**config.mk**
```make
export PLATFORM = sky130hd
export DESIGN_NAME = rams16_port_arbiter
export DESIGN_NICKNAME = d
export VERILOG_FILES = /design/src/rtl/rams16_port_arbiter.sv
export SDC_FILE = /design/constraint.sdc
export NUM_CORES = 1
export LEC_CHECK = 0
export BUFFER_PORTS_ARGS = -buffer_cell sky130_fd_sc_hd__buf_2
export CORE_ASPECT_RATIO = 1.1
export CORE_MARGIN = 4
export CORE_UTILIZATION = 26
export DETAILED_ROUTE_END_ITERATION = 10
export SYNTH_ARGS = -nofsm -noshare
export SYNTH_HDL_FRONTEND = slang
export SYNTH_SLANG_ARGS = --single-unit
export TNS_END_PERCENT = 5
```
**constraint.sdc**
```tcl
create_clock -name clk -period 2.2 [get_ports clk]
set_input_delay 0.44 -clock clk [delete_from_list [all_inputs] [get_ports clk]]
set_output_delay 0.44 -clock clk [all_outputs]
set_load 0.005 [all_outputs]
```
**src/rtl/rams16_port_arbiter.sv**
```systemverilog
// rams16_port_arbiter
//   Shares one single-port 16-deep distributed RAM (WIDTH X_RAMS16 cells with a
//   common address, asynchronous read and write on the rising clock edge)
//   between two requesters A and B. Round-robin, one access per cycle.
//
//   Optional feature macro: RAMS16_ARB_CLEAR_EN
//     defined     : after reset a clear sequencer writes CLR_VALUE to addresses
//                   0..15 (BUSY=1, no grants) before arbitration starts.
//     not defined : arbitration starts in the first cycle after reset release,
//                   BUSY is tied 0 and the RAM keeps its INIT contents.
//
// Ports
//   clk, rst_n                 clock, asynchronous active-low reset
//   a_req/a_we/a_adr/a_di      requester A; held stable until a_gnt
//   a_gnt                      combinational grant, access happens this cycle
//   a_do/a_do_vld              registered read data, one-cycle valid pulse
//   b_*                        identical set for requester B
//   ram_adr/ram_we/ram_di      to ADR3..0 / WE / I of the RAM cells
//   ram_do                     from O of the RAM cells (asynchronous read)
//   busy                       1 while the clear sequence runs
module rams16_port_arbiter #(
  parameter int               WIDTH     = 8,
  parameter logic [WIDTH-1:0] CLR_VALUE = '0
) (
  input  logic             clk,
  input  logic             rst_n,
  input  logic             a_req,
  input  logic             a_we,
  input  logic [3:0]       a_adr,
  input  logic [WIDTH-1:0] a_di,
  output logic             a_gnt,
  output logic [WIDTH-1:0] a_do,
  output logic             a_do_vld,
  input  logic             b_req,
  input  logic             b_we,
  input  logic [3:0]       b_adr,
  input  logic [WIDTH-1:0] b_di,
  output logic             b_gnt,
  output logic [WIDTH-1:0] b_do,
  output logic             b_do_vld,
  output logic [3:0]       ram_adr,
  output logic             ram_we,
  output logic [WIDTH-1:0] ram_di,
  input  logic [WIDTH-1:0] ram_do,
  output logic             busy
);

  logic       prio_b;    // 1: B wins when both request
  logic       run;       // arbitration enabled
  logic       clearing;  // clear sequencer owns the RAM
  logic [3:0] clr_adr;

`ifdef RAMS16_ARB_CLEAR_EN
  typedef enum logic {ST_CLEAR, ST_RUN} state_t;

  state_t     state, state_next;
  logic [3:0] clr_cnt, clr_cnt_next;

  always_ff @(posedge clk or negedge rst_n) begin
    if (!rst_n) begin
      state   <= ST_CLEAR;
      clr_cnt <= 4'h0;
    end else begin
      state   <= state_next;
      clr_cnt <= clr_cnt_next;
    end
  end

  // Walk 0..15 once; leave after the cycle that writes address 15.
  always_comb begin
    state_next   = state;
    clr_cnt_next = clr_cnt;
    if (state == ST_CLEAR) begin
      clr_cnt_next = clr_cnt + 4'd1;
      if (clr_cnt == 4'hF) begin
        state_next = ST_RUN;
      end
    end
  end

  assign run      = (state == ST_RUN);
  assign clearing = (state == ST_CLEAR);
  assign busy     = clearing;
  assign clr_adr  = clr_cnt;
`else
  assign run      = 1'b1;
  assign clearing = 1'b0;
  assign busy     = 1'b0;
  assign clr_adr  = 4'h0;
`endif

  // Grants and RAM drive. rst_n gates everything so that a write in flight
  // when reset is asserted never reaches the RAM's write edge.
  always_comb begin
    a_gnt   = 1'b0;
    b_gnt   = 1'b0;
    ram_adr = 4'h0;
    ram_we  = 1'b0;
    ram_di  = '0;
    if (rst_n && run) begin
      if (a_req && (!b_req || !prio_b)) begin
        a_gnt = 1'b1;
      end else if (b_req) begin
        b_gnt = 1'b1;
      end
    end
    if (rst_n && clearing) begin
      ram_adr = clr_adr;
      ram_we  = 1'b1;
      ram_di  = CLR_VALUE;
    end else if (a_gnt) begin
      ram_adr = a_adr;
      ram_we  = a_we;
      ram_di  = a_di;
    end else if (b_gnt) begin
      ram_adr = b_adr;
      ram_we  = b_we;
      ram_di  = b_di;
    end
  end

  always_ff @(posedge clk or negedge rst_n) begin
    if (!rst_n) begin
      prio_b   <= 1'b0;
      a_do     <= '0;
      a_do_vld <= 1'b0;
      b_do     <= '0;
      b_do_vld <= 1'b0;
    end else begin
      // Priority flips to the loser after each grant; idle cycles keep it.
      if (a_gnt) begin
        prio_b <= 1'b1;
      end else if (b_gnt) begin
        prio_b <= 1'b0;
      end
      a_do_vld <= a_gnt & ~a_we;
      b_do_vld <= b_gnt & ~b_we;
      if (a_gnt && !a_we) begin
        a_do <= ram_do;
      end
      if (b_gnt && !b_we) begin
        b_do <= ram_do;
      end
    end
  end

endmodule

```
# Word level (Yosys, flattened, before mapping)

Index checks and enable logic that the tools add are counted.
Widths: inputs -> output; s select.

Register bits: 19
Output and inout bits: 34
Logic and storage cells: 31

Mux-type cells: 13
Bitwise logic cells: 4
Reductions and logical operators: 9

Operators by type and width:

| cell              | count |
|---|---|
| $mux 8            | 2 |
| $mux 1            | 9 |
| $mux 4            | 2 |
| $logic_not 1->1   | 4 |
| $logic_and 1x1->1 | 3 |
| $and 1x1->1       | 2 |
| $not 1->1         | 2 |
| $reduce_bool 2->1 | 1 |
| $logic_or 1x1->1  | 1 |

# Depth between registers and ports, before layout

Gate-level depths: netlist of run 1.

Depth in word-level cells: 7
Mapped depth: 4
Depth with buffers taken out: 3

# Worst setup path after synthesis of run 1

OpenSTA, ideal clock, no wires.

Path kind: input to output
Start point: input a_req
End point: output ram_adr[0]
Data arrival time: 1.195 ns
Data required time: 1.760 ns
Slack: 0.565 ns
Stages: 4
Buffers on the path: 1
Cells stage by stage: nand2_1 -> a21oi_1 -> buf_2 -> a22o_1

Elaborated cells on any way between the ends: 7
Classes of those cells: mux (6); reduce/logical (1)

RTL lines:

| element            | line | source |
|---|---|---|
| start: declaration | 27   | `input logic a_req,` |
| $logic_and 1x1->1  | 101  | `if (a_req && (!b_req \|\| !prio_b)) begin` |
| $mux 1             | 101  |  |
| $mux 1             | 100  | `if (rst_n && run) begin` |
| via a_gnt          | 31   | `output logic a_gnt,` |
| $mux 4             | 111  | `end else if (a_gnt) begin` |
| end: declaration   | 41   | `output logic [3:0] ram_adr,` |

The timed path passes the listed nets, and every way through them passes these cells.

# Worst setup path after layout of run 1

Start point: register prio_b
End point: output ram_di[4]

Longest elaborated chain between the ends: 7
Elaborated cells on any way between the ends: 9
Classes of those cells: mux (6); reduce/logical (3)

RTL lines:

| element                  | line | source |
|---|---|---|
| start: declaration       | 48   | `logic prio_b;` |
| start signal: assignment | 124  | `prio_b <= 1'b0;` |
| start signal: assignment | 132  | `prio_b <= 1'b1;` |
| start signal: assignment | 134  | `prio_b <= 1'b0;` |
| $logic_not 1->1 *        | 101  |  |
| $logic_or 1x1->1 *       | 101  |  |
| $logic_and 1x1->1 *      | 101  |  |
| $mux 1                   | 101  |  |
| $mux 1                   | 100  |  |
| $mux 8                   | 115  | `end else if (b_gnt) begin` |
| $mux 8 *                 | 111  |  |
| end: declaration         | 43   | `output logic [WIDTH-1:0] ram_di,` |

Mark *: on every way between the ends. The rest lies on a longest branch, timed or not.

==> run_results.csv, run 1 <==
group,metric,value,unit
status,status,"finished, final reports clean",
yosys,synth_cells,61,
routing,drc_errors,0,
yosys,yosys_warnings,0,
final_layout,num-fill-cells,317,
clocking,clk_pin_slew,100,ps
run,maxCapViolCount,0,
power,power_frac_comb,30.6,%
placement,portBuffers,70,
setup_path,cp.arrival,1420,ps
setup_path,critPathKind,"flip-flop to primary output",
grt,grt_max_degree,20,
clocking,ctsHoldBuffers,0,
final_layout,regArea,475,um2
setup_path,crit_required,1760,ps
power,p_int,0.665,mW
timing,relSlewSlack,62.3,%
grt,grt_usage,11.7,%
routing,ant_nets,0,
timing,hold_violations,0,
setup_path,cp-start-kind,"flip-flop",
final_layout,multi_input_area,367,um2
timing,final-setup-viol-count,0,
routing,wl,2360,um
routing,dr.first_iter.drc_count,14,
floorplanning,fp.coreArea,3130,um2
clocking,cts_tree,"yes",
yosys,synth_nets,99,
power,leakage,0.686,nW
power,power.density,715,nW/um2
timing,fin_crit_sh,84.7,%
timing,maxSlewViolCount,0,
timing,rsz0062_at_grt,"false",
timing,worst_slew_pin_slew,564,ps
floorplanning,start_util,27.6,%
placement,dpl.hpwl,1950,um
floorplanning,ios,72,
placement,place_congestion,0.783,
clocking,clk-insertion-delay-late,290,ps
final_layout,stdcell_count,169,
final_layout,antenna-diode-count,0,
timing,max_freq,537,MHz
routing,vias,807,
power,power_switching,0.256,mW
final_layout,drive_gt1_share,71.1,%
yosys,syn_area_per_cell,14.2,um2
clocking,cts_max_path_buffers,2,
timing,tns,0,ps
clocking,clock_sinks,19,
placement,placed_area,1260,um2
clocking,cts_buffers,3,
floorplanning,chipWidth,62.9,um
clocking,cts_setup_buffers,0,
routing,via_per_inst,4.78,
grt,overflow,0,
timing,skew,7.98,ps
power,power.share.clock,18.3,%
floorplanning,die_area,4310,um2
yosys,ys_seq_area_share,55.1,%
yosys,syn-cell-area,863,um2
timing,post-route-min-period,1860,ps
yosys,synth_seq_cells,19,
hold_path,hp-class,"input port to asynchronous set/reset pin",
final_layout,syn2layout_area_growth,49.1,%
setup_path,path_max_fanout,14,
clocking,cts_root_buf,"clkbuf_4",
floorplanning,rows,21,
clocking,htree_levels,1,
routing,wl_per_cell,14.0,um
clocking,cts_resized,0,
power,peakVddDrop,0.388,mV
placement,dp.cells,165,
power,p_sw_share,27.8,%
final_layout,final_area,1290,um2
grt,grt_pass1_vias,878,
power,share_seq_of_total_power,51.1,%
routing,first_pass_iters,4,
final_layout,final_net_count,174,
grt,antenna_found_initial,0,
grt,grt_pass1_wl,3920,um
setup_path,end_kind,"primary output",
yosys,yosysUniqueCellTypes,12,
setup_path,r2r_setup_slack,610,ps
floorplanning,chipHeight,68.4,um
registers in the layout, indices dropped and copies added, names as in the netlist:
| signal | cells |
|---|---|
| a_do_vld | 1 |
| prio_b | 1 |
| b_do | 8 |
| a_do | 8 |
| b_do_vld | 1 |
cell usage after synthesis, drive strengths merged:
cell type | number | share of area, %
dfrtp | 19 | 55
mux2 | 16 | 21
a22o | 13 | 13
buf | 3 | 2.0
nand2 | 3 | 1.6
a211oi | 2 | 4.6
a21oi | 2 | 1.2
conb | 1 | 0.43
inv | 1 | 0.43
o21ai | 1 | 0.58
path summary, 6_finish.rpt:
check                           from         to  cells after the start
min                            rst_n     prio_b                      2
max                           prio_b  ram_di[4]                      5
max reg2reg                   prio_b    b_do[5]                      3
min in group clk           ram_do[7]    b_do[7]                      2
max in group asynchronous      rst_n    b_do[2]                      2
min reg2reg                  b_do[6]    b_do[6]                      1
cells by family (layout without fill, tap and decap cells):
group	Yosys count	count (layout)	synth area share (%)
DFF	19	19	55.1
AOI/OAI and AO/OA	18	18	19.6
buffers and inverters	4	78	2.46
other	1	1	0.434
muxes	16	16	20.9
and+or+nand+nor	3	3	1.59
routing by layer:
metal  up-vias  routed length [um]  track usage (%)
met5         -                   0                0
met4         0                  25             4.96
met3         4                 396             5.75
met2        65                1090             21.2
met1       362                 847             11.5
li1        376                   -                -
cell type report:
class,instances,share of cell area (%)
flip-flops and latches,19,36.9
repair buffers,73,29.0
multi-input cells,38,28.5
well taps,34,3.30
clock buffers,4,2.04
inverters,1,0.292
critical path, cell delays in order (launching register included):
cell and delay, ps:
dfrtp_1 470, inv_2 80, a21oi_1 130, buf_4 200, a22o_1 150, buf_2 110
through the flow:
stage | hold WS [ps] | util [%] | power [mW] | setup WS, ps
2_1_floorplan | 144 | - | 0.600 | 565
3_3_place_gp | 463 | 40.3 | 0.756 | 472
3_5_place_dp | 465 | 40.3 | 0.767 | 444
4_1_cts | 134 | 41.2 | 0.941 | 322
5_1_grt | 145 | 41.2 | 1.00 | 159
6_report | 133 | 41.2 | 0.921 | 337
power groups by stage:
stage / combinational [mW] / clock [mW] / sequential [mW]
global route: 0.312 / 0.203 / 0.485
finish: 0.282 / 0.169 / 0.471
floorplan: 0.117 / 0 / 0.484
global placement: 0.282 / 0 / 0.474
CTS: 0.289 / 0.180 / 0.472
detailed placement: 0.289 / 0 / 0.478
cells in the final DEF (no fill, tap or decap), drive strengths merged, types with 2 or more instances in the layout:
| cell type | synthesis | routed |
|---|---|---|
| nand2 | 3 | 3 |
| clkbuf | 0 | 4 |
| mux2 | 16 | 16 |
| a22o | 13 | 13 |
| buf | 3 | 73 |
| dfrtp | 19 | 19 |
| a21oi | 2 | 2 |
| a211oi | 2 | 2 |
No activity file was read; power rests on OpenSTA's default activity.
==> inputs of run 2 (changes only) <==
- clock period: 2.2 -> 1.5 ns (I/O delays scaled with it)
==> run 2 against run 1 <==
The run now ends with setup timing left; core utilization rose by 6.3 points; sequential power is 47% higher; sequential share of layout area decreased by 4.8 points; largest power group unchanged; first-iteration DRC count increased by 93%; highest routed layer unchanged.
==> run_results.csv, run 2 (synthesized netlist as in run 1, its figures left out) <==
group,metric,value,unit
power,p_sw_share,28.3,%
timing,final-setup-viol-count,29,
placement,placed_area,1300,um2
routing,drc_errors,0,
run,maxCapViolCount,0,
setup_path,critPathKind,"flip-flop to flip-flop",
final_layout,antenna-diode-count,0,
routing,vias,860,
timing,max_freq,615,MHz
timing,post-route-min-period,1630,ps
power,power.density,1010,nW/um2
final_layout,final_area,1480,um2
placement,portBuffers,70,
floorplanning,rows,21,
grt,grt_pass1_wl,4260,um
floorplanning,die_area,4310,um2
floorplanning,start_util,27.6,%
final_layout,final_net_count,185,
setup_path,path_max_fanout,7,
grt,grt_pass1_vias,918,
hold_path,hp-class,"input port to flip-flop",
routing,via_per_inst,4.78,
clocking,htree_levels,1,
grt,antenna_found_initial,0,
setup_path,path_cells,"buf_4 -> buf_4 -> a211oi_4 -> buf_6 -> mux2_2",
timing,maxSlewViolCount,0,
hold_path,min_from,"ram_do[5]",
status,status,"finished, violations left",
grt,overflow,0,
power,power_switching,0.422,mW
routing,wl_per_cell,15.2,um
power,leakage,0.794,nW
timing,fin_crit_sh,108,%
timing,skew,7.78,ps
setup_path,cp.arrival,1820,ps
clocking,clk_pin_slew,110,ps
floorplanning,chipWidth,62.9,um
routing,first_pass_iters,3,
timing,tns,-2660,ps
routing,ant_nets,0,
clocking,cts_tree,"yes",
setup_path,critPathTopFamily,"buffers and inverters",
power,power_frac_comb,36.6,%
setup_path,cp_num_buf_inv,3,
timing,fin_ws,-127,ps
power,p_int,1.07,mW
status,violations,"setup timing",
timing,rsz0062_at_grt,"true",
final_layout,mostFrequentLayoutCell,"buf_2",
final_layout,syn2layout_area_growth,71.9,%
placement,place_congestion,0.807,
power,power.share.clock,17.0,%
setup_path,critPathLaunch,"prio_b",
clocking,cts_root_buf,"clkbuf_4",
final_layout,mostFrequentLayoutCells,"buf_2, dfrtp_1, a22o_1",
clocking,clock_sinks,19,
placement,dpl.hpwl,2010,um
final_layout,largestRegisters,"a_do (8), b_do (8)",
power,share_seq_of_total_power,46.4,%
power,peakVddDrop,0.655,mV
setup_path,cp-start-kind,"flip-flop",
setup_path,end_kind,"flip-flop",
setup_path,reg2reg_from,"prio_b",
floorplanning,fp.coreArea,3130,um2
routing,wl,2740,um
setup_path,crit_required,1690,ps
floorplanning,ios,72,
final_layout,drive_gt1_share,75.3,%
clocking,clk-insertion-delay-late,290,ps
setup_path,critPathMostFrequentCell,"buf_4",
setup_path,cp_slowest_cell,"dfrtp_2",
grt,grt_usage,12.7,%
setup_path,max_stage_delay,460,ps
grt,grt_max_degree,17,
floorplanning,chipHeight,68.4,um
routing,dr.first_iter.drc_count,27,
timing,hold_violations,0,
clocking,cts_buffers,3,
clocking,cts_max_path_buffers,2,
## run 2: cell count changes in the layout (fill, tap and decap cells not counted), sizes merged
cell and delta:
dlygate4sd3 +1, clkbuf -1, clkinv +1, buf +10
## run 2: layout make-up
cell class / instances / area (um2)
flip-flops and latches: 19 / 477
clock buffers: 3 / 22.5
clock inverters: 1 / 5.00
repair buffers: 84 / 499
well taps: 34 / 42.5
multi-input cells: 38 / 434
inverters: 1 / 3.75
fillers: 285 / 1640
## run 2: layer usage
layer	share of wire, %	vias to the layer above	track usage (%)	wire, um
li1	-	397	-	-
met1	38	399	13.5	1040
met2	48	62	23.5	1330
met3	13	2	4.60	366
met4	0.33	0	4.13	9
met5	0	-	0	0
## run 2: power by group through the flow
stage,clock (mW),sequential (mW),combinational [mW]
after global placement,0,0.696,0.422
after detailed placement,0,0.702,0.432
final,0.253,0.694,0.547
after global routing,0.289,0.712,0.594
after floorplan,0,0.709,0.171
after CTS,0.268,0.692,0.465
## run 2: worst paths after layout
kind	endpoint	slack, ps	depth (start not counted)
min in group asynchronous	prio_b	500	3
hold reg to reg	a_do[6]	520	1
setup reg to reg	a_do[1]	-130	5
setup / recovery	a_do[1]	-130	5
hold / removal	b_do[5]	240	2
max in group asynchronous	a_do[0]	750	3
## run 2: per-stage QoR
step	power [mW]	hold slack, ps	utilization [%]	setup slack [ps]	instances
after global placement	1.12	260	41.7	46.1	169
after CTS	1.43	228	44.3	-142	178
final	1.49	242	47.5	-127	180
after detailed placement	1.13	248	41.7	26.8	169
after floorplan	0.880	4.41	-	61.1	61
after global routing	1.60	225	47.5	-183	180
## run 2: repair_timing
action,in CTS,in global routing
endpoints found under the hold margin,14,0
setup buffers,2,2
setup endpoints to repair,15,25
pin swaps,1,1
gates resized for setup,8,20
hold buffers,1,0
cloned,2,0
